$ cat src/rtl/uart_tx_ctrl.sv
// UART TX sequencer: pops one byte per frame from a show-ahead FIFO and steps the shift register
// through start/data/parity/stop on oversampled baud ticks; every output is registered (1 clk).
module uart_tx_ctrl #(
  parameter int OVERSAMPLE = 16,
  parameter int DATA_BITS  = 8,
  parameter int STOP_BITS  = 1
) (
  input  logic       clk,
  input  logic       reset,
  input  logic       tx_enable,
  input  logic       parity_bit_mode,
  input  logic       baud_tick,
  input  logic       fifo_empty,
  input  logic [7:0] fifo_rdata,
  output logic       fifo_rd_en,
  output logic [7:0] data_out,
  output logic [3:0] ctrl_shift_register,
  output logic [3:0] tick_count,
  output logic       tx_busy,
  output logic       tx_done
);

  typedef enum logic [2:0] {S_IDLE, S_START, S_DATA, S_PARITY, S_STOP} state_t;

  localparam logic [7:0] DATA_MASK = 8'((1 << DATA_BITS) - 1);
  localparam logic [3:0] OS_LAST   = 4'(OVERSAMPLE - 1);
  localparam logic [3:0] DB_LAST   = 4'(DATA_BITS);
  localparam logic       STOP_LAST = 1'(STOP_BITS - 1);

  state_t     r_state, w_state_nxt;
  logic [3:0] r_os_cnt, w_os_cnt_nxt;
  logic       r_stop_cnt, w_stop_cnt_nxt;
  logic       r_par_en, w_par_en_nxt;
  logic [7:0] r_data, w_data_nxt;
  logic [3:0] r_ctrl, w_ctrl_nxt;
  logic [3:0] r_tick, w_tick_nxt;
  logic       r_rd_en, w_rd_en_nxt;
  logic       r_busy, w_busy_nxt;
  logic       r_done, w_done_nxt;
  logic       w_load, w_bit_end, w_do_load;

  function automatic logic [3:0] stage_code(input state_t s);
    case (s)
      S_START:  stage_code = 4'b0001;
      S_DATA:   stage_code = 4'b0010;
      S_PARITY: stage_code = 4'b0100;
      S_STOP:   stage_code = 4'b1000;
      default:  stage_code = 4'b0000;
    endcase
  endfunction

  assign w_load    = tx_enable && !fifo_empty;
  assign w_bit_end = baud_tick && (r_os_cnt == OS_LAST);

  always_comb begin
    w_state_nxt    = r_state;
    w_os_cnt_nxt   = r_os_cnt;
    w_stop_cnt_nxt = r_stop_cnt;
    w_par_en_nxt   = r_par_en;
    w_data_nxt     = r_data;
    w_tick_nxt     = r_tick;
    w_rd_en_nxt    = 1'b0;
    w_done_nxt     = 1'b0;
    w_busy_nxt     = r_busy;
    w_do_load      = 1'b0;
    w_ctrl_nxt     = 4'b0000;

    if (r_state != S_IDLE && baud_tick)
      w_os_cnt_nxt = w_bit_end ? 4'd0 : r_os_cnt + 4'd1;

    case (r_state)
      S_IDLE: w_do_load = w_load;
      S_START: begin
        if (w_bit_end) begin
          w_state_nxt = S_DATA;
          w_tick_nxt  = 4'd1;
        end
      end
      S_DATA: begin
        if (w_bit_end) begin
          if (r_tick == DB_LAST) begin
            w_tick_nxt     = 4'd0;
            w_stop_cnt_nxt = 1'b0;
            w_state_nxt    = r_par_en ? S_PARITY : S_STOP;
          end else begin
            w_tick_nxt = r_tick + 4'd1;
          end
        end
      end
      S_PARITY: begin
        if (w_bit_end) begin
          w_state_nxt    = S_STOP;
          w_stop_cnt_nxt = 1'b0;
        end
      end
      S_STOP: begin
        if (w_bit_end) begin
          if (r_stop_cnt == STOP_LAST) begin
            w_done_nxt = 1'b1;
            // A waiting byte starts its frame on the same edge, leaving no idle gap.
            if (w_load) begin
              w_do_load = 1'b1;
            end else begin
              w_state_nxt = S_IDLE;
              w_busy_nxt  = 1'b0;
            end
          end else begin
            w_stop_cnt_nxt = 1'b1;
          end
        end
      end
      default: w_state_nxt = S_IDLE;
    endcase

    if (w_do_load) begin
      w_data_nxt     = fifo_rdata & DATA_MASK;
      w_par_en_nxt   = parity_bit_mode;
      w_rd_en_nxt    = 1'b1;
      w_os_cnt_nxt   = 4'd0;
      w_stop_cnt_nxt = 1'b0;
      w_tick_nxt     = 4'd0;
      w_state_nxt    = S_START;
      w_busy_nxt     = 1'b1;
    end

    w_ctrl_nxt = stage_code(w_state_nxt);
  end

  always_ff @(posedge clk) begin
    if (reset) begin
      r_state    <= S_IDLE;
      r_os_cnt   <= 4'd0;
      r_stop_cnt <= 1'b0;
      r_par_en   <= 1'b0;
      r_data     <= 8'h00;
      r_ctrl     <= 4'b0000;
      r_tick     <= 4'd0;
      r_rd_en    <= 1'b0;
      r_busy     <= 1'b0;
      r_done     <= 1'b0;
    end else begin
      r_state    <= w_state_nxt;
      r_os_cnt   <= w_os_cnt_nxt;
      r_stop_cnt <= w_stop_cnt_nxt;
      r_par_en   <= w_par_en_nxt;
      r_data     <= w_data_nxt;
      r_ctrl     <= w_ctrl_nxt;
      r_tick     <= w_tick_nxt;
      r_rd_en    <= w_rd_en_nxt;
      r_busy     <= w_busy_nxt;
      r_done     <= w_done_nxt;
    end
  end

  assign fifo_rd_en          = r_rd_en;
  assign data_out            = r_data;
  assign ctrl_shift_register = r_ctrl;
  assign tick_count          = r_tick;
  assign tx_busy             = r_busy;
  assign tx_done             = r_done;

endmodule

$ cat config.mk
export PLATFORM = sky130hd
export DESIGN_NAME = uart_tx_ctrl
export DESIGN_NICKNAME = d
export VERILOG_FILES = /design/src/rtl/uart_tx_ctrl.sv
export SDC_FILE = /design/constraint.sdc
export NUM_CORES = 1
export LEC_CHECK = 0
export ABC_AREA = 1
export BUFFER_PORTS_ARGS = -buffer_cell sky130_fd_sc_hd__buf_2
export CAP_MARGIN = 40
export CORE_AREA = 2 2 42 64
export DETAILED_ROUTE_END_ITERATION = 7
export DIE_AREA = 0 0 44 66
export PLACE_DENSITY = 0.86
export SLEW_MARGIN = 25
export SYNTH_ARGS = -nofsm -noshare
export SYNTH_HDL_FRONTEND = slang
export SYNTH_SLANG_ARGS = --single-unit
$ cat constraint.sdc
create_clock -name clk -period 2.54 [get_ports clk]
set_clock_uncertainty 0.1 [all_clocks]
set_input_delay 0.508 -clock clk [delete_from_list [all_inputs] [get_ports clk]]
set_output_delay 0.508 -clock clk [all_outputs]
set_load 0.02 [all_outputs]
==> flow_summary.json, run 1 <==
{
  "leakage_nw": 0.764,
  "cpMaxStageDelayCell": "dfxtp_1",
  "status": "complete, no violations",
  "cap_violations": 0,
  "drc": 0,
  "grt_usage": 0.187,
  "grt_max_degree": 16,
  "ant_nets": 0,
  "core-area_um2": 2370,
  "firstDrtPassIters": 6,
  "clock_latency_ps": 330,
  "worst_ir_drop_vdd_uv": 464,
  "final_nets": 216,
  "worst-endpoint-arrival_ps": 1790,
  "maxClockFrequency_mhz": 621,
  "tightest_slew_ps": 318,
  "setup_tns_ps": 0,
  "grt_pass1_vias": 1049,
  "worst_hold_slack_ps": 251,
  "dp_slack_ps": 892,
  "cts_tree": "built",
  "crit_fanout": 10,
  "hp-start": "fifo_rdata[5]",
  "reg2reg_to": "r_os_cnt[3]",
  "syn_inst": 162,
  "hold_path.class": "in2reg",
  "whs_path_depth": 3,
  "dieHeight_um": 66,
  "timing.rr.start": "r_os_cnt[0]",
  "critPathKind": "reg2reg",
  "port_buffers": 32,
  "row_count": 22,
  "grt_pass1_wl_um": 4140,
  "grt_overflow_total": 0,
  "holdBufCountCts": 0,
  "n_antenna_cell": 0,
  "cts_root_buf": "clkbuf_4",
  "min_period_ps": 1610,
  "post_cts_resized": 0,
  "synth_warnings": 0,
  "layout_commonest_cell": "nand2_1",
  "dieArea_um2": 2900,
  "stdcell_area_um2": 1440,
  "slew_headroom": 0.787,
  "dr.first_iter.drc_count": 28,
  "wire_per_inst_um": 10.3,
  "synth_largest_area_cell": "dfxtp_1",
  "cts_htree_levels": 1,
  "power_density_nw_per_um2": 488,
  "crit_chain": "ha_1 -> nand2_1 -> nor2_8 -> o21ai_4 -> nand2_4 -> inv_4 -> o21ai_1 -> nor2_1",
  "synthesis.nets": 179,
  "slew_viol_final": 0,
  "yosysTopAreaCellShare": 0.443,
  "timing.final.ws_setup_ps": 930,
  "area_growth_pct": 17.8,
  "gp_congestion": 0.853,
  "clock-sinks": 27,
  "ys_seq_area_frac": 0.443,
  "ioPinCount": 33,
  "clkTransAtPathRegs_ps": 140,
  "cts_max_path_buffers": 2,
  "ys_types": 25,
  "avgViaCountPerCell": 4.83,
  "final_cell_mix": "nand2_1 (52), buf_2 (32), dfxtp_1 (27)",
  "crit_buf_inv": 1,
  "timing.final.crit_share": 0.634,
  "synth_seq_cells": 27,
  "worstSetupEndpointType": "flop",
  "totalWireLength_um": 2290,
  "r2r_cells": 8,
  "drive_above_1_share": 0.263,
  "die_w_um": 44,
  "placed_cell_area_um2": 1410,
  "cts_buffers": 3,
  "r2r_slack_ps": 930,
  "whs_endpoint": "data_out[5]",
  "required_ps": 2720,
  "worstSetupStartpointType": "flop",
  "syn_avg_cell_area_um2": 7.53,
  "antenna_found_initial": 0,
  "setup_violations": 0,
  "cts_setup_buffers": 0,
  "rsz0062_at_grt": "false",
  "start_util": 0.515,
  "slowest_delay_ps": 360,
  "ys_top_cells_by_area": "dfxtp_1 (44%), nand2_1 (16%), inv_1 (5.8%), nor2_1 (5.2%), nand3_1 (3.3%)",
  "place.detailed.hpwl_um": 1800,
  "hold_violations": 0,
  "path_delay_family": "simple AND/OR/NAND/NOR gates",
  "vias": 1072,
  "fillers": 225,
  "netlist_area_um2": 1220,
  "cp.depth": 8
}
report_power, final:
part / internal (mW) / switching [mW]
Combinational: 0.0264 / 0.0487
Sequential: 0.435 / 0.00598
Clock: 0.0593 / 0.126
kinds of logic (layout without fill, tap and decap cells):
kind of cell / Yosys count / count (layout) / synth area share
AOI/OAI and AO/OA: 16 / 16 / 0.0892
xor gates and xnor gates: 3 / 3 / 0.0215
adders and majority gates: 3 / 3 / 0.0308
buffers and inverters: 22 / 58 / 0.0718
DFF: 27 / 27 / 0.443
and+or+nand+nor: 91 / 91 / 0.344
flip-flops by register name, indices dropped and copies added, names as in the netlist:
register / count
data_out: 8
ctrl_shift_register: 4
r_os_cnt: 4
tick_count: 4
r_state: 3
fifo_rd_en: 1
r_par_en: 1
tx_busy: 1
tx_done: 1
area by class of cell:
class                   instances  area (um2)  share of cell area
clock buffers                   3        22.5              0.0157
inverters                      22        87.6              0.0609
clock inverters                 1        5.00             0.00348
well taps                      24        30.0              0.0209
multi-input cells             113         592               0.412
repair buffers                 32         160               0.111
flip-flops and latches         27         541               0.376
synth_stat cells:
cell	instances
a21oi_1	4
a21oi_4	1
and2_1	1
dfxtp_1	27
ha_1	3
inv_1	19
inv_2	1
inv_4	2
nand2_1	52
nand2_2	3
nand2_4	1
nand3_1	8
nand3_2	1
nand3_4	1
nand4_1	2
nor2_1	17
nor2_2	3
nor2_8	1
nor3_1	1
o21a_1	1
o21ai_0	6
o21ai_1	2
o21ai_2	1
o21ai_4	1
xor2_1	3
worst max path at each step:
stage | slack [ps] | to | startpoint
2_1_floorplan | 1060 | ctrl_shift_register[3] | tick_count[0]
5_1_grt | 750 | r_state[0] | r_os_cnt[0]
3_3_place_gp | 920 | r_os_cnt[3] | baud_tick
4_1_cts | 920 | r_os_cnt[3] | r_os_cnt[0]
3_5_place_dp | 890 | r_os_cnt[3] | baud_tick
6_report | 930 | r_os_cnt[3] | r_os_cnt[0]
through the flow:
step | power [mW] | instances | util
2_1_floorplan | 0.497 | 162 | -
3_3_place_gp | 0.524 | 218 | 0.596
3_5_place_dp | 0.526 | 218 | 0.596
4_1_cts | 0.707 | 222 | 0.607
5_1_grt | 0.730 | 222 | 0.607
6_report | 0.702 | 222 | 0.607
routing by layer:
metal  GRT usage  part of all wire
met4       0.102             0.027
met3      0.0191             0.048
met2       0.342              0.52
met1       0.202              0.41
met5           0                 0
worst reg2reg max path, stage by stage (launching register included):
cell and delay, ps:
dfxtp_1 360, ha_1 230, nand2_1 160, nor2_8 80
o21ai_4 210, nand2_4 130, inv_4 120, o21ai_1 70
nor2_1 100
(Power assumes the default switching activity.)
==> inputs of run 2 (changes only) <==
CORE_AREA = 2 2 46 69   (was 2 2 42 64)
DIE_AREA = 0 0 48 71   (was 0 0 44 66)
PLACE_DENSITY = 0.78   (was 0.86)
clock period = 1.35 ns   (was 2.54 ns; I/O delays follow)
==> run 2 against run 1 <==
Critical endpoint is now ctrl_shift_register[0]. Die area grew 17%. Sequential power grew 88%. Highest routed layer unchanged. The flow now finishes with violations (setup timing). Largest power group unchanged. Utilization grew 0.94 points.
==> flow_summary.json, run 2 (synthesis results as in run 1) <==
{
  "grt_usage": 0.166,
  "ioPinCount": 33,
  "fillers": 253,
  "cap_violations": 0,
  "cts_root_buf": "clkbuf_8",
  "hold_path.class": "in2reg",
  "tightest_slew_ps": 230,
  "dr.first_iter.drc_count": 22,
  "cts_max_path_buffers": 2,
  "status": "finished, violations left",
  "n_antenna_cell": 0,
  "dieArea_um2": 3410,
  "vias": 1167,
  "grt_max_degree": 16,
  "intPower_mw": 1.10,
  "row_count": 24,
  "switching_share": 0.257,
  "setup_violations": 18,
  "path_delay_family": "simple AND/OR/NAND/NOR gates",
  "regArea_um2": 552,
  "final_nets": 233,
  "cts_buffers": 3,
  "drive_above_1_share": 0.493,
  "worstSetupEndpointType": "flop",
  "stdcell_area_um2": 1760,
  "min_period_ps": 1430,
  "slowest_delay_ps": 350,
  "clock_latency_ps": 280,
  "cts_htree_levels": 1,
  "final_cell_mix": "nand2_1 (39), buf_2 (32), dfxtp_1 (20)",
  "pwr-share-clk": 0.311,
  "placed_cell_area_um2": 1560,
  "p_total_mw": 1.48,
  "power.switching_mw": 0.381,
  "required_ps": 1430,
  "crit_buf_inv": 1,
  "cpMaxStageDelayCell": "dfxtp_2",
  "grt_pass1_wl_um": 4030,
  "dieHeight_um": 71,
  "crit_chain": "ha_4 -> nand2_4 -> nor2_8 -> o21ai_4 -> buf_4 -> nand3_2 -> nand2_1 -> nor2_1",
  "timing.final.ws_setup_ps": -79.7,
  "totalWireLength_um": 2730,
  "holdBufCountCts": 0,
  "critPathKind": "reg2reg",
  "hold_violations": 0,
  "core-area_um2": 2850,
  "wire_per_inst_um": 10.7,
  "clock-sinks": 27,
  "worstSetupStartpointType": "flop",
  "worst_hold_slack_ps": 70.8,
  "layout_commonest_cell": "nand2_1",
  "area_growth_pct": 44.2,
  "clkTransAtPathRegs_ps": 90,
  "leakage_nw": 0.882,
  "timing.rr.start": "r_os_cnt[1]",
  "start_util": 0.428,
  "violations": "setup timing",
  "power_density_nw_per_um2": 841,
  "firstDrtPassIters": 4,
  "combPwrFrac": 0.129,
  "startpoint": "r_os_cnt[1]",
  "drc": 0,
  "port_buffers": 32,
  "largest_register_ffs": 8,
  "ant_nets": 0,
  "timing.final.crit_share": 1.06,
  "slew_viol_final": 0,
  "grt_overflow_total": 0,
  "rsz0062_at_grt": "true",
  "place.detailed.hpwl_um": 1920,
  "hp-start": "fifo_rdata[0]",
  "crit_fanout": 5,
  "die_w_um": 48,
  "maxClockFrequency_mhz": 699,
  "grt_pass1_vias": 1005,
  "cts_tree": "built",
  "antenna_found_initial": 0,
  "avgViaCountPerCell": 4.59,
  "gp_congestion": 0.809,
  "worst-endpoint-arrival_ps": 1510,
  "worst_ir_drop_vdd_uv": 847,
  "multi_input_area_um2": 728,
  "slew_headroom": 0.846,
  "sequentialPowerShare": 0.559
}
## run 2: cell types whose count changed in the layout (fill, tap and decap cells not counted), moves of 4 or more
cell	before	now
nand2_1	52	39
nor2_4	0	4
dfxtp_1	27	20
nand2_2	3	13
buf_4	0	11
a21oi_1	4	0
inv_1	19	15
a21oi_2	0	4
dfxtp_2	0	6
nor2_1	17	13
## run 2: metal layers
| layer | track usage | up-vias | part of all wire |
|---|---|---|---|
| li1 | - | 607 | - |
| met1 | 0.182 | 534 | 0.42 |
| met2 | 0.280 | 21 | 0.53 |
| met3 | 0.0230 | 5 | 0.028 |
| met4 | 0.0991 | 0 | 0.024 |
| met5 | 0 | - | 0 |
## run 2: cell type report
type | count | area share
well taps | 39 | 0.0277
multi-input cells | 114 | 0.414
clock inverters | 1 | 0.00284
clock buffers | 3 | 0.0235
repair buffers | 46 | 0.157
flip-flops and latches | 27 | 0.314
repair inverters | 2 | 0.00711
inverters | 22 | 0.0541
## run 2: final timing paths
check                                end  slack (ps)  cells past startpoint
setup / recovery  ctrl_shift_register[0]         -80                      8
hold / removal               data_out[0]          70                      3
hold reg to reg              data_out[0]         350                      2
setup reg to reg  ctrl_shift_register[0]         -80                      8
## run 2: per-stage QoR
stage	setup TNS [ps]	util	worst slack, ps	cells
4_1_cts	-416	0.579	-54.9	250
6_report	-698	0.617	-79.7	254
3_3_place_gp	-96.4	0.546	-33.2	245
2_1_floorplan	0	-	0.235	162
5_1_grt	-2310	0.617	-160	254
3_5_place_dp	-396	0.546	-53.7	245
## run 2: tightest hold or removal path, stage by stage
cell	delay [ps]
buf_2	70
nand2_1	40
nand2_1	40
## run 2: what timing repair did
action,CTS,global route
setup buffers,0,2
pin swaps,2,6
setup endpoints to repair,23,26
resized for setup,15,30
gates cloned,1,2
## run 2: power groups by stage
stage / Clock, mW / Sequential (mW) / Combinational, mW
floorplan: 0 / 0.868 / 0.0673
global placement: 0 / 0.845 / 0.159
detailed placement: 0 / 0.845 / 0.161
CTS: 0.477 / 0.827 / 0.172
global route: 0.498 / 0.830 / 0.208
finish: 0.461 / 0.827 / 0.191
==> inputs of run 3 (changes only) <==
ABC_AREA = not set   (was 1)
CORE_AREA = 2 2 45 68   (was 2 2 46 69)
DIE_AREA = 0 0 47 70   (was 0 0 48 71)
PLACE_DENSITY = 0.77   (was 0.78)
==> run 3 against run 2 <==
The flow still finishes with violations (setup timing). Cell count is 13% lower. Final area decreased by 1.9%. Non-clock buffer count grew 17. Sequential share of layout area rose by 0.69 points. Wire length is 2.4% higher. Clock power is 1% lower. Clock-buffer cell count increased by 1. Combinational power decreased by 3%. Flip-flop and latch count did not move.
==> flow_summary.json, run 3 <==
{
  "totalWireLength_um": 2790,
  "synth_warnings": 0,
  "setup_violations": 26,
  "cts_max_path_buffers": 2,
  "timing.final.ws_setup_ps": -335,
  "leakage_nw": 0.778,
  "critPathKind": "reg2reg",
  "synthesis.nets": 140,
  "required_ps": 1460,
  "rsz0062_at_grt": "true",
  "worst-endpoint-arrival_ps": 1800,
  "dr.first_iter.drc_count": 9,
  "ys_top_cells_by_area": "dfxtp_1 (47%), mux2i_1 (9.5%), nor2_1 (6.8%), ha_1 (3.2%), nor3_1 (2.6%)",
  "cap_violations": 0,
  "ioPinCount": 33,
  "worstSetupStartpointType": "flop",
  "ant_nets": 0,
  "synth_seq_cells": 27,
  "ys_types": 38,
  "synthFlopType": "dfxtp_1",
  "setup_tns_ps": -4780,
  "power_density_nw_per_um2": 851,
  "utilization": 0.625,
  "yosysTopAreaCellShare": 0.467,
  "cts_buffers": 3,
  "synthArstFlopShare": 0,
  "ys_top_cells_by_count": "dfxtp_1 (27), nor2_1 (21), mux2i_1 (11)",
  "syn_avg_cell_area_um2": 9.41,
  "clock-sinks": 27,
  "vias": 1102,
  "grt_pass1_wl_um": 4450,
  "syn_inst": 123,
  "post-synth-top-count-cell": "dfxtp_1",
  "antenna_found_initial": 0,
  "n_antenna_cell": 0,
  "slew_headroom": 0.848,
  "cts_htree_levels": 1,
  "dp.cells": 211,
  "clkTransAtPathRegs_ps": 90,
  "worst_ir_drop_vdd_uv": 785,
  "synth_largest_area_cell": "dfxtp_1",
  "die_w_um": 47,
  "place.detailed.hpwl_um": 2090,
  "grt_max_degree": 17,
  "min_period_ps": 1680,
  "hold_path.class": "in2reg",
  "area_growth_pct": 49.1,
  "timing.final.crit_share": 1.25,
  "final_cell_mix": "buf_2 (32), buf_4 (30), nor2_1 (21), dfxtp_1 (21), mux2i_1 (11)",
  "drive_above_1_share": 0.489,
  "tightest_slew_ps": 227,
  "layout.cells.non_filler": 221,
  "layout_commonest_cell": "buf_2",
  "wire_per_inst_um": 12.6,
  "row_count": 24,
  "grt_usage": 0.185,
  "dieArea_um2": 3290,
  "final_nets": 200,
  "ys_seq_area_frac": 0.467,
  "holdBufCountCts": 0,
  "p_total_mw": 1.47,
  "maxClockFrequency_mhz": 594,
  "netlist_area_um2": 1160,
  "cts_tree": "built",
  "grt_pass1_vias": 1086,
  "firstDrtPassIters": 4,
  "cts_root_buf": "clkbuf_8",
  "core-area_um2": 2760,
  "dieHeight_um": 70,
  "slowest_delay_ps": 420,
  "clock_latency_ps": 280,
  "hold_violations": 0,
  "avgViaCountPerCell": 4.99,
  "violations": "setup timing",
  "crit_fanout": 3,
  "start_util": 0.419,
  "dp_slack_ps": -396,
  "synth_edf_count": 0,
  "slew_viol_final": 0,
  "drc": 0,
  "status": "finished, violations left",
  "worstSetupEndpointType": "flop",
  "grt_overflow_total": 0,
  "largest_register_ffs": 8,
  "cpMaxStageDelayCell": "or4_4",
  "port_buffers": 32,
  "gp_congestion": 0.764,
  "crit_chain": "ha_4 -> nand4_4 -> or3_4 -> or4_4 -> a21oi_2"
}
==> run 3: cell count changes in the layout (fill, tap and decap cells not counted), sizes merged, moves of 3 or more <==
cell,change
buf,+17
nor2b,+3
nand2,-54
mux2i,+11
inv,-19
o21ai,-6
nor3,+5
nand3,-8
==> run 3: area by class of cell <==
| cell class | count | area [um2] |
|---|---|---|
| Clock buffer | 4 | 45.0 |
| Fill cell | 242 | 1040 |
| Inverter | 4 | 17.5 |
| Multi-Input combinational cell | 84 | 656 |
| Sequential cell | 27 | 553 |
| Tap cell | 39 | 48.8 |
| Timing Repair Buffer | 63 | 405 |
==> run 3: metal layers <==
| metal | wire (um) | share of wire | GRT usage |
|---|---|---|---|
| met1 | 1040 | 0.37 | 0.183 |
| met2 | 1520 | 0.54 | 0.332 |
| met3 | 130 | 0.047 | 0.0388 |
| met4 | 104 | 0.037 | 0.0957 |
| met5 | 0 | 0 | 0 |
==> run 3: critical path: cells and delay by family (launching register included) <==
kind / cells / cell delay, ps
fa+ha+maj: 1 / 160
flops: 1 / 360
simple gates: 3 / 870
compound gates: 1 / 130
==> run 3: worst paths after layout <==
check	slack, ps	start	endpoint	cells past startpoint
setup reg to reg	-330	r_os_cnt[1]	tick_count[3]	5
hold reg to reg	400	tx_busy	tx_busy	2
setup / recovery	-330	r_os_cnt[1]	tick_count[3]	5
hold / removal	120	fifo_rdata[5]	data_out[5]	3
==> run 3: kinds of logic after synthesis <==
kind of cell | synth area share
AND/OR/NAND/NOR | 0.230
flip-flops | 0.467
AO/OA/AOI/OAI | 0.106
buffers and inverters | 0.0465
multiplexers | 0.0951
XOR/XNOR | 0.0227
adder cells (fa/ha/maj) | 0.0324
==> run 3: power breakdown <==
group          switching, mW  internal [mW]  leakage, nW
Combinational         0.0947         0.0907        0.533
Sequential            0.0135          0.815        0.223
Clock                  0.243          0.212       0.0228
Total                  0.351           1.12        0.778
==> run 3: metrics by stage <==
stage                     area [um2]  hold slack [ps]
after floorplan                 1200              317
after global placement          1570              370
after detailed placement        1570              382
after CTS                       1670              120
after global routing            1730              136
final                           1730              125
==> run 3: repair_timing <==
action	CTS	global route
setup buffers	3	3
endpoints found under the setup margin	26	26
gates resized for setup	7	6
pin swaps	7	5
hold endpoints to repair	0	0
